`src/rtl/timer_apb_pkg.sv`:
```
// Shared types and constants for the timer APB master: FSM states, default
// geometry and the word-alignment rule applied to incoming commands.
package timer_apb_pkg;

    typedef enum logic [1:0] {
        IDLE   = 2'd0,
        SETUP  = 2'd1,
        ACCESS = 2'd2,
        RESP   = 2'd3
    } state_e;

    localparam int DEFAULT_ADDR_W      = 12;
    localparam int DEFAULT_DATA_W      = 32;
    localparam int DEFAULT_TIMEOUT_CYC = 16;

    // Wide enough for the largest supported timeout limit (255).
    localparam int CNT_W = 8;

    localparam logic [1:0] ALIGN_MASK = 2'b11;

    function automatic logic is_misaligned(input logic [1:0] addr_lsb);
        return (addr_lsb & ALIGN_MASK) != 2'b00;
    endfunction

endpackage

```
`src/rtl/apb_timeout_cnt.sv`:
```
// Counts ACCESS cycles spent waiting for pready; expired fires on the wait
// cycle whose increment would reach the limit, so the FSM can leave that edge.
module apb_timeout_cnt
    import timer_apb_pkg::*;
(
    input  logic             sys_clk,
    input  logic             sys_rst,
    input  logic             clear,
    input  logic             enable,
    input  logic [CNT_W-1:0] limit,
    output logic             expired
);

    logic [CNT_W-1:0] cnt_q;
    logic [CNT_W-1:0] cnt_d;
    logic [CNT_W-1:0] cnt_inc;

    assign cnt_inc = cnt_q + CNT_W'(1);

    always_comb begin
        cnt_d = cnt_q;
        if (clear) begin
            cnt_d = '0;
        end else if (enable) begin
            cnt_d = cnt_inc;
        end
    end

    assign expired = enable && !clear && (cnt_inc == limit);

    // NOTE: clocked state uses non-blocking assignments only; the reset is
    // sampled on the clock edge, not in the sensitivity list.
    always_ff @(posedge sys_clk) begin
        if (sys_rst) begin
            cnt_q <= '0;
        end else begin
            cnt_q <= cnt_d;
        end
    end

endmodule

```
`src/rtl/timer_apb_master.sv`:
```
// Single-outstanding command-to-APB bridge: latches one command, runs the
// SETUP/ACCESS handshake with a wait-state timeout, and holds a response.
module timer_apb_master
    import timer_apb_pkg::*;
#(
    parameter int ADDR_W      = DEFAULT_ADDR_W,
    parameter int DATA_W      = DEFAULT_DATA_W,
    parameter int TIMEOUT_CYC = DEFAULT_TIMEOUT_CYC
) (
    input  logic                sys_clk,
    input  logic                sys_rst,
    input  logic                cmd_valid,
    output logic                cmd_ready,
    input  logic                cmd_write,
    input  logic [ADDR_W-1:0]   cmd_addr,
    input  logic [DATA_W-1:0]   cmd_wdata,
    input  logic [DATA_W/8-1:0] cmd_strb,
    output logic                rsp_valid,
    input  logic                rsp_ready,
    output logic [DATA_W-1:0]   rsp_rdata,
    output logic                rsp_err,
    output logic                rsp_timeout,
    output logic                tim_psel,
    output logic                tim_penable,
    output logic                tim_pwrite,
    output logic [ADDR_W-1:0]   tim_paddr,
    output logic [DATA_W-1:0]   tim_pwdata,
    output logic [DATA_W/8-1:0] tim_pstrb,
    input  logic [DATA_W-1:0]   tim_prdata,
    input  logic                tim_pready,
    input  logic                tim_pslverr
);

    localparam int STRB_W = DATA_W / 8;

    state_e              state_q,       state_d;
    logic                cmd_ready_q,   cmd_ready_d;
    logic                psel_q,        psel_d;
    logic                penable_q,     penable_d;
    logic                pwrite_q,      pwrite_d;
    logic [ADDR_W-1:0]   paddr_q,       paddr_d;
    logic [DATA_W-1:0]   pwdata_q,      pwdata_d;
    logic [STRB_W-1:0]   pstrb_q,       pstrb_d;
    logic                rsp_valid_q,   rsp_valid_d;
    logic [DATA_W-1:0]   rsp_rdata_q,   rsp_rdata_d;
    logic                rsp_err_q,     rsp_err_d;
    logic                rsp_timeout_q, rsp_timeout_d;

    logic cnt_clear;
    logic cnt_en;
    logic cnt_expired;

    assign cnt_clear = (state_q == SETUP);
    assign cnt_en    = (state_q == ACCESS) && !tim_pready;

    apb_timeout_cnt u_timeout_cnt (
        .sys_clk (sys_clk),
        .sys_rst (sys_rst),
        .clear   (cnt_clear),
        .enable  (cnt_en),
        .limit   (CNT_W'(TIMEOUT_CYC)),
        .expired (cnt_expired)
    );

    always_comb begin
        // NOTE: every _d starts from its _q so no branch can infer a latch.
        state_d       = state_q;
        cmd_ready_d   = cmd_ready_q;
        psel_d        = psel_q;
        penable_d     = penable_q;
        pwrite_d      = pwrite_q;
        paddr_d       = paddr_q;
        pwdata_d      = pwdata_q;
        pstrb_d       = pstrb_q;
        rsp_valid_d   = rsp_valid_q;
        rsp_rdata_d   = rsp_rdata_q;
        rsp_err_d     = rsp_err_q;
        rsp_timeout_d = rsp_timeout_q;

        unique case (state_q)
            IDLE: begin
                cmd_ready_d = 1'b1;
                if (cmd_valid && cmd_ready_q) begin
                    cmd_ready_d = 1'b0;
                    pwrite_d    = cmd_write;
                    paddr_d     = cmd_addr;
                    pwdata_d    = cmd_write ? cmd_wdata : '0;
                    pstrb_d     = cmd_write ? cmd_strb  : '0;
                    if (is_misaligned(cmd_addr[1:0])) begin
                        state_d       = RESP;
                        rsp_valid_d   = 1'b1;
                        rsp_err_d     = 1'b1;
                        rsp_timeout_d = 1'b0;
                        rsp_rdata_d   = '0;
                    end else begin
                        state_d = SETUP;
                        psel_d  = 1'b1;
                    end
                end
            end
            SETUP: begin
                state_d   = ACCESS;
                penable_d = 1'b1;
            end
            ACCESS: begin
                // A ready on the would-be expiry cycle wins over the timeout.
                if (tim_pready) begin
                    state_d       = RESP;
                    psel_d        = 1'b0;
                    penable_d     = 1'b0;
                    rsp_valid_d   = 1'b1;
                    rsp_err_d     = tim_pslverr;
                    rsp_timeout_d = 1'b0;
                    rsp_rdata_d   = (!pwrite_q && !tim_pslverr) ? tim_prdata : '0;
                end else if (cnt_expired) begin
                    state_d       = RESP;
                    psel_d        = 1'b0;
                    penable_d     = 1'b0;
                    rsp_valid_d   = 1'b1;
                    rsp_err_d     = 1'b1;
                    rsp_timeout_d = 1'b1;
                    rsp_rdata_d   = '0;
                end
            end
            RESP: begin
                if (rsp_ready) begin
                    state_d       = IDLE;
                    cmd_ready_d   = 1'b1;
                    rsp_valid_d   = 1'b0;
                    rsp_err_d     = 1'b0;
                    rsp_timeout_d = 1'b0;
                    rsp_rdata_d   = '0;
                end
            end
            default: state_d = IDLE;
        endcase
    end

    always_ff @(posedge sys_clk) begin
        if (sys_rst) begin
            state_q       <= IDLE;
            cmd_ready_q   <= 1'b0;
            psel_q        <= 1'b0;
            penable_q     <= 1'b0;
            pwrite_q      <= 1'b0;
            paddr_q       <= '0;
            pwdata_q      <= '0;
            pstrb_q       <= '0;
            rsp_valid_q   <= 1'b0;
            rsp_rdata_q   <= '0;
            rsp_err_q     <= 1'b0;
            rsp_timeout_q <= 1'b0;
        end else begin
            state_q       <= state_d;
            cmd_ready_q   <= cmd_ready_d;
            psel_q        <= psel_d;
            penable_q     <= penable_d;
            pwrite_q      <= pwrite_d;
            paddr_q       <= paddr_d;
            pwdata_q      <= pwdata_d;
            pstrb_q       <= pstrb_d;
            rsp_valid_q   <= rsp_valid_d;
            rsp_rdata_q   <= rsp_rdata_d;
            rsp_err_q     <= rsp_err_d;
            rsp_timeout_q <= rsp_timeout_d;
        end
    end

    assign cmd_ready   = cmd_ready_q;
    assign tim_psel    = psel_q;
    assign tim_penable = penable_q;
    assign tim_pwrite  = pwrite_q;
    assign tim_paddr   = paddr_q;
    assign tim_pwdata  = pwdata_q;
    assign tim_pstrb   = pstrb_q;
    assign rsp_valid   = rsp_valid_q;
    assign rsp_rdata   = rsp_rdata_q;
    assign rsp_err     = rsp_err_q;
    assign rsp_timeout = rsp_timeout_q;

endmodule

```
`config.mk`:
```
export PLATFORM = sky130hd
export DESIGN_NAME = timer_apb_master
export DESIGN_NICKNAME = d
export VERILOG_FILES = /design/src/rtl/timer_apb_pkg.sv /design/src/rtl/apb_timeout_cnt.sv /design/src/rtl/timer_apb_master.sv
export SDC_FILE = /design/constraint.sdc
export NUM_CORES = 1
export LEC_CHECK = 0
export ABC_AREA = 1
export CORE_MARGIN = 4
export CORE_UTILIZATION = 42
export DETAILED_ROUTE_END_ITERATION = 6
export HOLD_SLACK_MARGIN = 0.15
export PLACE_DENSITY = 0.8
export SYNTH_ARGS = -nofsm -noshare
export SYNTH_HDL_FRONTEND = slang
export SYNTH_SLANG_ARGS = --single-unit
```
`constraint.sdc`:
```
create_clock -name sys_clk -period 2.5 [get_ports sys_clk]
set_clock_uncertainty 0.1 [all_clocks]
set_input_delay 0.25 -clock sys_clk [delete_from_list [all_inputs] [get_ports sys_clk]]
set_output_delay 0.25 -clock sys_clk [all_outputs]
set_load 0.02 [all_outputs]
```
After elaboration in Yosys (flattened, before gate mapping)

Cells that the tools add are included.

Register bits after elaboration: 97
Bits in latches: 0
RAM bits: 0
Memory bits (read-only): 0
Bits of input ports: 87
Output and inout port bits: 87
Word-level logic and storage cells: 81
Memories: 0

$add $sub $neg: 1
Multiply operators: 0
Div/mod/pow operators: 0
Magnitude comparators: 0
Eq/ne operators: 9
Shift-type cells: 0
Multiplexer cells: 36
Bitwise operators: 0
Reduce and logical (&&, ||, !) cells: 22

Operator list:

| cell                  | number |
|---|---|
| $mux W32              | 7 |
| $pmux W32 S3          | 1 |
| $mux W1               | 15 |
| $mux W2               | 5 |
| $pmux W1 S3           | 3 |
| $add A8 B1 Y8 const B | 1 |
| $eq A8 B5 Y1 const B  | 1 |
| $ne A2 B2 Y1 const B  | 4 |
| $pmux W2 S4           | 1 |
| $reduce_bool A2 Y1    | 4 |
| $pmux W1 S2           | 3 |
| $reduce_and A2 Y1     | 3 |
| $logic_and A1 B1 Y1   | 5 |
| $reduce_and A5 Y1     | 1 |
| $eq A2 B2 Y1 const B  | 2 |
| $logic_not A1 Y1      | 4 |
| $mux W4               | 1 |
| $reduce_and A4 Y1     | 1 |
| $ne A3 B3 Y1 const B  | 1 |
| $reduce_and A3 Y1     | 1 |
| $reduce_bool A3 Y1    | 1 |
| $eq A2 B1 Y1 const B  | 1 |
| $logic_not A2 Y1      | 1 |
| $reduce_or A2 Y1      | 1 |

Longest topological paths before layout

Gate-level depths: netlist of run 1.

Depth after elaboration: 7
Gate-level depth with buffers: 13
Gate-level depth less buffers: 12

Cells and area by module

Synthesis of run 1 repeated with hierarchy kept, for this count alone.

Cell total of the unflattened synthesis: 607
Area total of the unflattened synthesis: 4205.3 um^2

Modules (own cells, without submodules):

| module           | instances | cells an instance | area each (um^2) | sequential area each (um^2) |
|---|---|---|---|---|
| timer_apb_master | 1         | 496               | 3554.7           | 1781.7 |
| apb_timeout_cnt  | 1         | 111               | 650.6            | 160.2 |

Worst setup path before layout of run 1

Ideal clock, no wire load.

Kind: flip-flop to flip-flop
Start point: reg state_q[0]
End point: reg rsp_rdata_q[0] (netlist: rsp_rdata[0])
Library setup time: 114 ps
Arrival: 1737 ps
Data required time: 2286 ps
Path slack: 549 ps
Stages on the path, launching flop included: 13
Buffers on the path: 1
Clock period less this slack: 1951 ps
Path through: dfxtp_1 inv_1 ha_1 inv_2 nor2_8 nand3_2 nor2_1 nand3_1 nand3_2 nand4_4 buf_2 a21oi_1 nor2_1

Cells in the longest elaborated chain, start to end: 6
Elaborated cells on any way between the ends: 15
Those cells by class: eq/ne: 7; mux: 1; reduce/logical: 7

RTL lines:

| element                                                        | RTL line                                                               | RTL |
|---|---|---|
| start: declaration                                             | timer_apb_master.sv:36                                                 | `state_e state_q, state_d;` |
| start signal: assignment                                       | timer_apb_master.sv:154                                                | `state_q <= state_d;` |
| $eq A2 B2 Y1 / $eq A2 B1 Y1 (equally long branches)            | timer_apb_master.sv:54, timer_apb_master.sv:80, timer_apb_master.sv:53 |  |
| $logic_and A1 B1 Y1 / $logic_not A1 Y1 (equally long branches) | timer_apb_master.sv:54, apb_timeout_cnt.sv:29                          |  |
| $logic_and A1 B1 Y1 (2 in series)                              | apb_timeout_cnt.sv:29                                                  | `assign expired = enable && !clear && (cnt_inc == limit);` |
| $ne A3 B3 Y1 (no source line)                                  | --                                                                     |  |
| $reduce_and A5 Y1 (no source line)                             | --                                                                     |  |
| end signal: assignment                                         | timer_apb_master.sv:163                                                | `rsp_rdata_q <= rsp_rdata_d;` |
| end: declaration                                               | timer_apb_master.sv:45                                                 | `logic [DATA_W-1:0] rsp_rdata_q, rsp_rdata_d;` |

Parallel ways exist; a longest one is shown, timed or not.
A chain may end at the register's enable or synchronous reset.

Worst setup path after layout of run 1

Start point: reg state_q[0]
End point: reg rsp_rdata_q[31] (netlist: rsp_rdata[31])

The elaborated chain is that of the path after synthesis.

==> results of run 1 <==
-- worst max path at each step --
| stage | endpoint | slack [ns] | start |
|---|---|---|---|
| 2_1_floorplan | rsp_rdata[0] | 0.55 | state_q[0] |
| 3_3_place_gp | rsp_rdata[24] | 0.22 | tim_pready |
| 3_5_place_dp | rsp_rdata[10] | 0.10 | tim_pready |
| 4_1_cts | rsp_rdata[10] | 0.24 | state_q[0] |
| 5_1_grt | rsp_rdata[0] | 0.04 | state_q[0] |
| 6_report | rsp_rdata[31] | 0.25 | state_q[0] |
-- routing by layer --
metal / vias to the layer above / routed length, um
li1: 2103 / -
met1: 1805 / 4570
met2: 155 / 5370
met3: 17 / 1320
met4: 0 / 206
met5: - / 0
-- state kept, by name (all words and copies together), names as in the netlist --
register             count
rsp_rdata               32
tim_psel                 1
tim_pwdata              32
rsp_err                  1
tim_pstrb                4
rsp_valid                1
cmd_ready                1
state_q                  2
tim_paddr               12
u_timeout_cnt.cnt_q      8
tim_pwrite               1
tim_penable              1
rsp_timeout              1
-- layout by cell type, fill, tap and decap left out, types with 6 or more instances in the layout --
| cell | netlist | routed |
|---|---|---|
| clkdlybuf4s50_1 | 0 | 173 |
| nand2_1 | 166 | 166 |
| dfxtp_1 | 97 | 97 |
| nor2_1 | 80 | 80 |
| a21oi_1 | 76 | 76 |
| inv_1 | 68 | 68 |
| o21ai_0 | 21 | 21 |
| nand3_1 | 13 | 13 |
| clkbuf_8 | 0 | 9 |
| o21bai_1 | 6 | 6 |
| buf_4 | 0 | 6 |
-- cell type report --
type | instances | area, um2
Clock buffer | 10 | 128
Clock inverter | 6 | 67.6
Fill cell | 808 | 3190
Inverter | 74 | 278
Multi-Input combinational cell | 377 | 1680
Sequential cell | 97 | 1940
Tap cell | 129 | 161
Timing Repair Buffer | 182 | 1840
-- critical path: stages, from the launching register on --
cell and delay (ns):
dfxtp_1 0.37, inv_1 0.09, ha_1 0.25, nand3_1 0.22, clkinv_1 0.67, a21oi_1 0.36, nor2_1 0.08
-- power groups by stage --
stage	Sequential (mW)	Combinational (mW)	Clock, mW
floorplan	2.54	1.50	0
detailed placement	2.15	2.97	0
global route	2.17	3.32	1.12
CTS	2.12	2.98	1.05
global placement	2.14	2.89	0
finish	2.12	2.97	1.02
-- metrics by stage --
step / utilization, % / instance area, um2 / std cells / worst slack, ns
final: 65.6 / 6090 / 875 / 0.253
after global routing: 65.6 / 6090 / 875 / 0.0400
after CTS: 65.6 / 6090 / 875 / 0.241
after detailed placement: 63.5 / 5900 / 859 / 0.101
after global placement: 63.5 / 5900 / 859 / 0.219
after floorplan: - / 4040 / 575 / 0.549
-- cell families (layout without fill, tap and decap cells) --
| group | Yosys count | count (layout) | share of synthesized area [%] |
|---|---|---|---|
| flip-flops | 97 | 97 | 48.1 |
| AO/OA/AOI/OAI | 106 | 106 | 13.6 |
| adder cells (fa/ha/maj) | 5 | 5 | 1.55 |
| buffers and inverters | 101 | 272 | 10.2 |
| AND/OR/NAND/NOR | 266 | 266 | 26.5 |
==> flow_summary.json, run 1 <==
{
  "status": "finished, final reports clean",
  "crit_type": "flip-flop to flip-flop",
  "yosys_warnings": 0,
  "grt.busiest_layer": "met2",
  "wl_per_cell_um": 13.1,
  "synth-seq-cells": 97,
  "relSlewSlack_pct": 47.8,
  "io_pins": 174,
  "worst_ep_arrival_time_ns": 2.40,
  "worstPathMaxFanout": 27,
  "chipWidth_um": 106,
  "hold_viol": 0,
  "min_from": "cmd_wdata[14]",
  "dr_total_vias": 4080,
  "met3_usage_pct": 9.41,
  "worst_pin_slew_ns": 0.778,
  "rr_endpoint": "rsp_rdata[31]",
  "io_buffers": 173,
  "antenna_cells": 0,
  "cts_buffers": 9,
  "slew_violations": 0,
  "drt-initial-drc-count": 162,
  "ys_async_sr_fraction_pct": 0,
  "vias_per_cell": 4.66,
  "ys_types": 23,
  "p_clk_share_pct": 16.7,
  "clk_pin_slew_ns": 0.09,
  "start_kind": "flip-flop",
  "drc": 0,
  "start_util_pct": 43.5,
  "p_per_area_nw_per_um2": 1000,
  "yosysMostFrequentCell": "nand2_1",
  "synthCells": 575,
  "crit_path_end_kind": "flip-flop",
  "hold_end": "tim_pwdata[14]",
  "first_pass_iters": 5,
  "gr-usage-met1_pct": 22.5,
  "grt_pass1_wl_mm": 18.9,
  "total_power_mw": 6.10,
  "tns_ns": 0,
  "synth_edf_count": 0,
  "period_minus_slack_ns": 2.25,
  "hold_depth": 3,
  "timing.final.setup_violations": 0,
  "p_int_mw": 3.65,
  "post_synth.cell_area_avg_um2": 7.02,
  "dpl.hpwl_mm": 8.68,
  "r2r-start": "state_q[0]",
  "gp_congestion": 0.911,
  "die_h_um": 106,
  "p_comb_share_pct": 48.6,
  "worstPathRequired_ns": 2.65,
  "grt.overflow.total": 0,
  "grtUsageMet2_pct": 35.6,
  "grt_pass1_vias": 4079,
  "tritoncts": "built",
  "seq_area_frac_synth_pct": 48.1,
  "netSwitchingFraction_pct": 40.1,
  "synth_area_leaders": "dfxtp_1 48%, nand2_1 15%, a21oi_1 9.4%, nor2_1 7.4%, inv_1 6.3%",
  "postCtsSetupRepairBufs": 0,
  "max_freq_ghz": 0.445,
  "cts.sinks": 97,
  "drive_above_1_share_pct": 4.16,
  "synth_flop_cell": "dfxtp_1",
  "sequentialPowerShare_pct": 34.7,
  "grt_start_max_net_pins": 71,
  "p_sw_mw": 2.45,
  "ant_nets": 0,
  "htreeDepth": 3,
  "synth_area_um2": 4040,
  "layout_worst_path_cycle_share_pct": 89.9,
  "clock_latency_ns": 0.36,
  "yosys-top-cells-count": "166 x nand2_1, 97 x dfxtp_1, 80 x nor2_1",
  "synth_top_cell_area_share_pct": 48.1,
  "cts-root-buf": "clkbuf_8",
  "nets": 833,
  "wirelength_mm": 11.5,
  "fp.dieArea_um2": 11200,
  "rsz0062_at_grt": "no",
  "hold_path.class": "input port to flip-flop",
  "cts_buffer_depth": 2,
  "r2r_cells": 6,
  "rrSetupSlack_ns": 0.25,
  "core_area_um2": 9280,
  "synth_nets": 667,
  "leakagePower_nw": 2.53,
  "grt_usage_pct": 20.6,
  "drv_cap": 0,
  "syn_to_final_growth_pct": 51.0,
  "postCtsResizedCells": 0,
  "rows": 35,
  "cts_hold_buffers": 0,
  "peakVddDrop_v": 0.000567,
  "whs_ns": 0.338,
  "synth_top_cell_by_area": "dfxtp_1",
  "antenna_found_initial": 0
}
Power figures use the tool's default switching activity.
==> run 2, diff against run 1 <==
CTS_CLUSTER_SIZE = 8   (was default)
SLEW_MARGIN = 15   (was default)
==> results of run 2 <==
The final DEF is identical to that of run 1; final timing and power are the same.
==> run 3, diff against run 2 <==
CORE_UTILIZATION = 43   (was 42)
RECOVER_POWER = 100   (was default)
SYNTH_HIERARCHICAL = 1   (was default)
==> flow_summary.json, run 3 <==
{
  "vias_per_cell": 4.75,
  "yosysMostFrequentCell": "nand2_1",
  "dpl.hpwl_mm": 8.92,
  "synth_top_cell_by_area": "dfxtp_1",
  "seq_area_frac_synth_pct": 46.2,
  "nets": 894,
  "yosys.area_share.simple_pct": 34.2,
  "max_freq_ghz": 0.407,
  "drt-initial-drc-count": 171,
  "p_comb_share_pct": 49.7,
  "placement.cell_area_um2": 6130,
  "crit_path_end_kind": "flip-flop",
  "htreeDepth": 3,
  "timing.final.setup_violations": 0,
  "synth_area_leaders": "dfxtp_1 46%, nand2_1 21%, a21oi_1 6.8%, nor2_1 6.8%, inv_1 3.3%",
  "ant_nets": 0,
  "cp_common_cell": "nand2_1",
  "worstPathMaxFanout": 8,
  "gp_congestion": 0.826,
  "dr_total_vias": 4434,
  "p_int_mw": 3.77,
  "status": "finished, final reports clean",
  "slew_violations": 0,
  "grt_usage_pct": 20.3,
  "fillerInstances": 749,
  "tritoncts": "built",
  "cp_num_buf_inv": 2,
  "total_power_mw": 6.07,
  "ys_types": 26,
  "worst_pin_slew_ns": 0.572,
  "io_pins": 174,
  "final_common_cell": "nand2_1",
  "wl_per_cell_um": 13.4,
  "worstPathRequired_ns": 2.66,
  "clk_pin_slew_ns": 0.10,
  "synthCells": 607,
  "drive_above_1_share_pct": 11.2,
  "grt_start_max_net_pins": 51,
  "place_ws_ns": 0.00373,
  "die_h_um": 107,
  "cts-root-buf": "clkbuf_8",
  "hold_path.class": "input port to flip-flop",
  "yosys-top-cells-count": "233 x nand2_1, 97 x dfxtp_1, 76 x nor2_1",
  "stdcell_count": 934,
  "synth_area_um2": 4210,
  "cts.sinks": 97,
  "synth_top_family_by_area": "simple AND/OR/NAND/NOR gates",
  "relSlewSlack_pct": 61.8,
  "wirelength_mm": 12.5,
  "io_buffers": 173,
  "rsz0062_at_grt": "yes",
  "synth_top_cell_area_share_pct": 46.2,
  "synth_compound_area_share_pct": 10.1,
  "synth_edf_count": 0,
  "cp_cell_sequence": "ha_4 > nand2_2 > nor2_4 > nand3_1 > nand3_1 > nand2_1 > nor2_1 > nand2_1 > nor2_2 > nor2_2 > nand2_2 > nand3_2 > nor2_4 > buf_12 > buf_12 > nand2_1 > nand2_1 > nor2_1",
  "worst_ep_arrival_time_ns": 2.62,
  "whs_ns": 0.339,
  "grt_pass1_wl_mm": 18.9,
  "clock_latency_ns": 0.35,
  "cts_buffer_depth": 2,
  "p_clk_share_pct": 17.1,
  "final_area_um2": 6640,
  "sequentialPowerShare_pct": 33.2,
  "max_stage_delay_ns": 0.38,
  "chipWidth_um": 107,
  "core_area_um2": 9370,
  "antenna_cells": 0,
  "postLayoutCoreUtil_pct": 70.9,
  "crit_type": "flip-flop to flip-flop",
  "layout_worst_path_cycle_share_pct": 98.3,
  "antenna_found_initial": 0,
  "setup_ws_ns": 0.0424,
  "hold_viol": 0,
  "period_minus_slack_ns": 2.46,
  "post_synth.cell_area_avg_um2": 6.93,
  "synth-seq-cells": 97,
  "synth_flop_cell": "dfxtp_1",
  "grt.overflow.total": 0,
  "synthMuxAreaShare_pct": 0,
  "crit_family": "simple AND/OR/NAND/NOR gates",
  "ys_async_sr_fraction_pct": 0,
  "layout_common_cells": "213 x nand2_1, 166 x clkdlybuf4s50_1, 93 x dfxtp_1",
  "cts_buffers": 9,
  "leakagePower_nw": 2.62,
  "start_util_pct": 44.9,
  "synthAdderAreaFrac_pct": 1.79,
  "p_sw_mw": 2.30,
  "grt_pass1_vias": 4103,
  "yosys_warnings": 6,
  "drc": 0,
  "drv_cap": 0,
  "p_per_area_nw_per_um2": 914,
  "netSwitchingFraction_pct": 37.9,
  "tns_ns": 0,
  "crit_path_top_delay_cell": "dfxtp_4",
  "rows": 35,
  "dp.cells": 910,
  "syn_to_final_growth_pct": 57.9,
  "first_pass_iters": 4,
  "yosys.area_share.xor_xnor_pct": 0.417,
  "fp.dieArea_um2": 11400,
  "peakVddDrop_v": 0.000446,
  "start_kind": "flip-flop"
}
==> run 3: cell types whose count changed in the layout (fill, tap and decap cells not counted), sizes merged, moves of 13 or more <==
| cell | before | now |
|---|---|---|
| a21oi | 76 | 57 |
| buf | 9 | 22 |
| conb | 0 | 16 |
| inv | 71 | 39 |
| nand2 | 166 | 238 |
| o21ai | 22 | 9 |
==> run 3: area by class of cell <==
class | instances | area, um2 | area share [%]
Timing Repair Buffer | 199 | 2050 | 30.9
Sequential cell | 97 | 1950 | 29.4
Clock buffer | 10 | 138 | 2.07
Clock inverter | 5 | 63.8 | 0.961
Tap cell | 129 | 161 | 2.43
Multi-Input combinational cell | 456 | 2130 | 32.1
Inverter | 38 | 145 | 2.19
==> run 3: kinds of logic after synthesis <==
| group | Yosys count |
|---|---|
| fa+ha+maj | 6 |
| compound gates | 79 |
| xor+xnor | 2 |
| other cells | 2 |
| flops | 97 |
| buf+inv | 68 |
| simple gates | 353 |
==> run 3: timing repair <==
| item | in CTS | in global routing |
|---|---|---|
| cloned | 0 | 4 |
| pin swaps | 0 | 20 |
| gates resized for setup | 0 | 53 |
| endpoints found under the setup margin | 1 | 37 |
| hold buffers | 1 | 0 |
| setup buffers | 0 | 5 |
| endpoints found under the hold margin | 1 | 0 |
==> run 3: final timing paths <==
kind	slack (ns)	startpoint	to	cells past startpoint
setup / recovery	0.04	u_timeout_cnt/cnt_q[0]	rsp_rdata[23]	18
hold / removal	0.34	cmd_wdata[17]	tim_pwdata[17]	3
setup reg to reg	0.04	u_timeout_cnt/cnt_q[0]	rsp_rdata[23]	18
hold reg to reg	0.37	tim_paddr[9]	tim_paddr[9]	2
==> run 3: power groups by stage <==
stage	Combinational [mW]	Sequential [mW]	Clock, mW
2_1_floorplan	1.24	2.30	0
3_3_place_gp	2.37	2.03	0
3_5_place_dp	2.46	2.04	0
4_1_cts	2.47	2.00	1.07
5_1_grt	3.31	2.05	1.12
6_report	3.02	2.02	1.04
==> run 3: layer usage <==
metal  vias to the layer above  GRT usage [%]  wire (um)
met5                         -              0          0
met4                         0           7.67        246
met3                        17           8.13       1030
met2                       137           34.0       6140
met1                      2024           23.2       5070
li1                       2256              -          -
==> run 3: worst reg2reg max path, stage by stage, from the launching register on <==
cell	delay, ns
dfxtp_4	0.38
ha_4	0.15
nand2_2	0.08
nor2_4	0.17
nand3_1	0.10
nand3_1	0.09
nand2_1	0.06
nor2_1	0.12
nand2_1	0.08
nor2_2	0.14
nor2_2	0.07
nand2_2	0.08
nand3_2	0.11
nor2_4	0.18
buf_12	0.17
buf_12	0.14
nand2_1	0.06
nand2_1	0.06
nor2_1	0.05
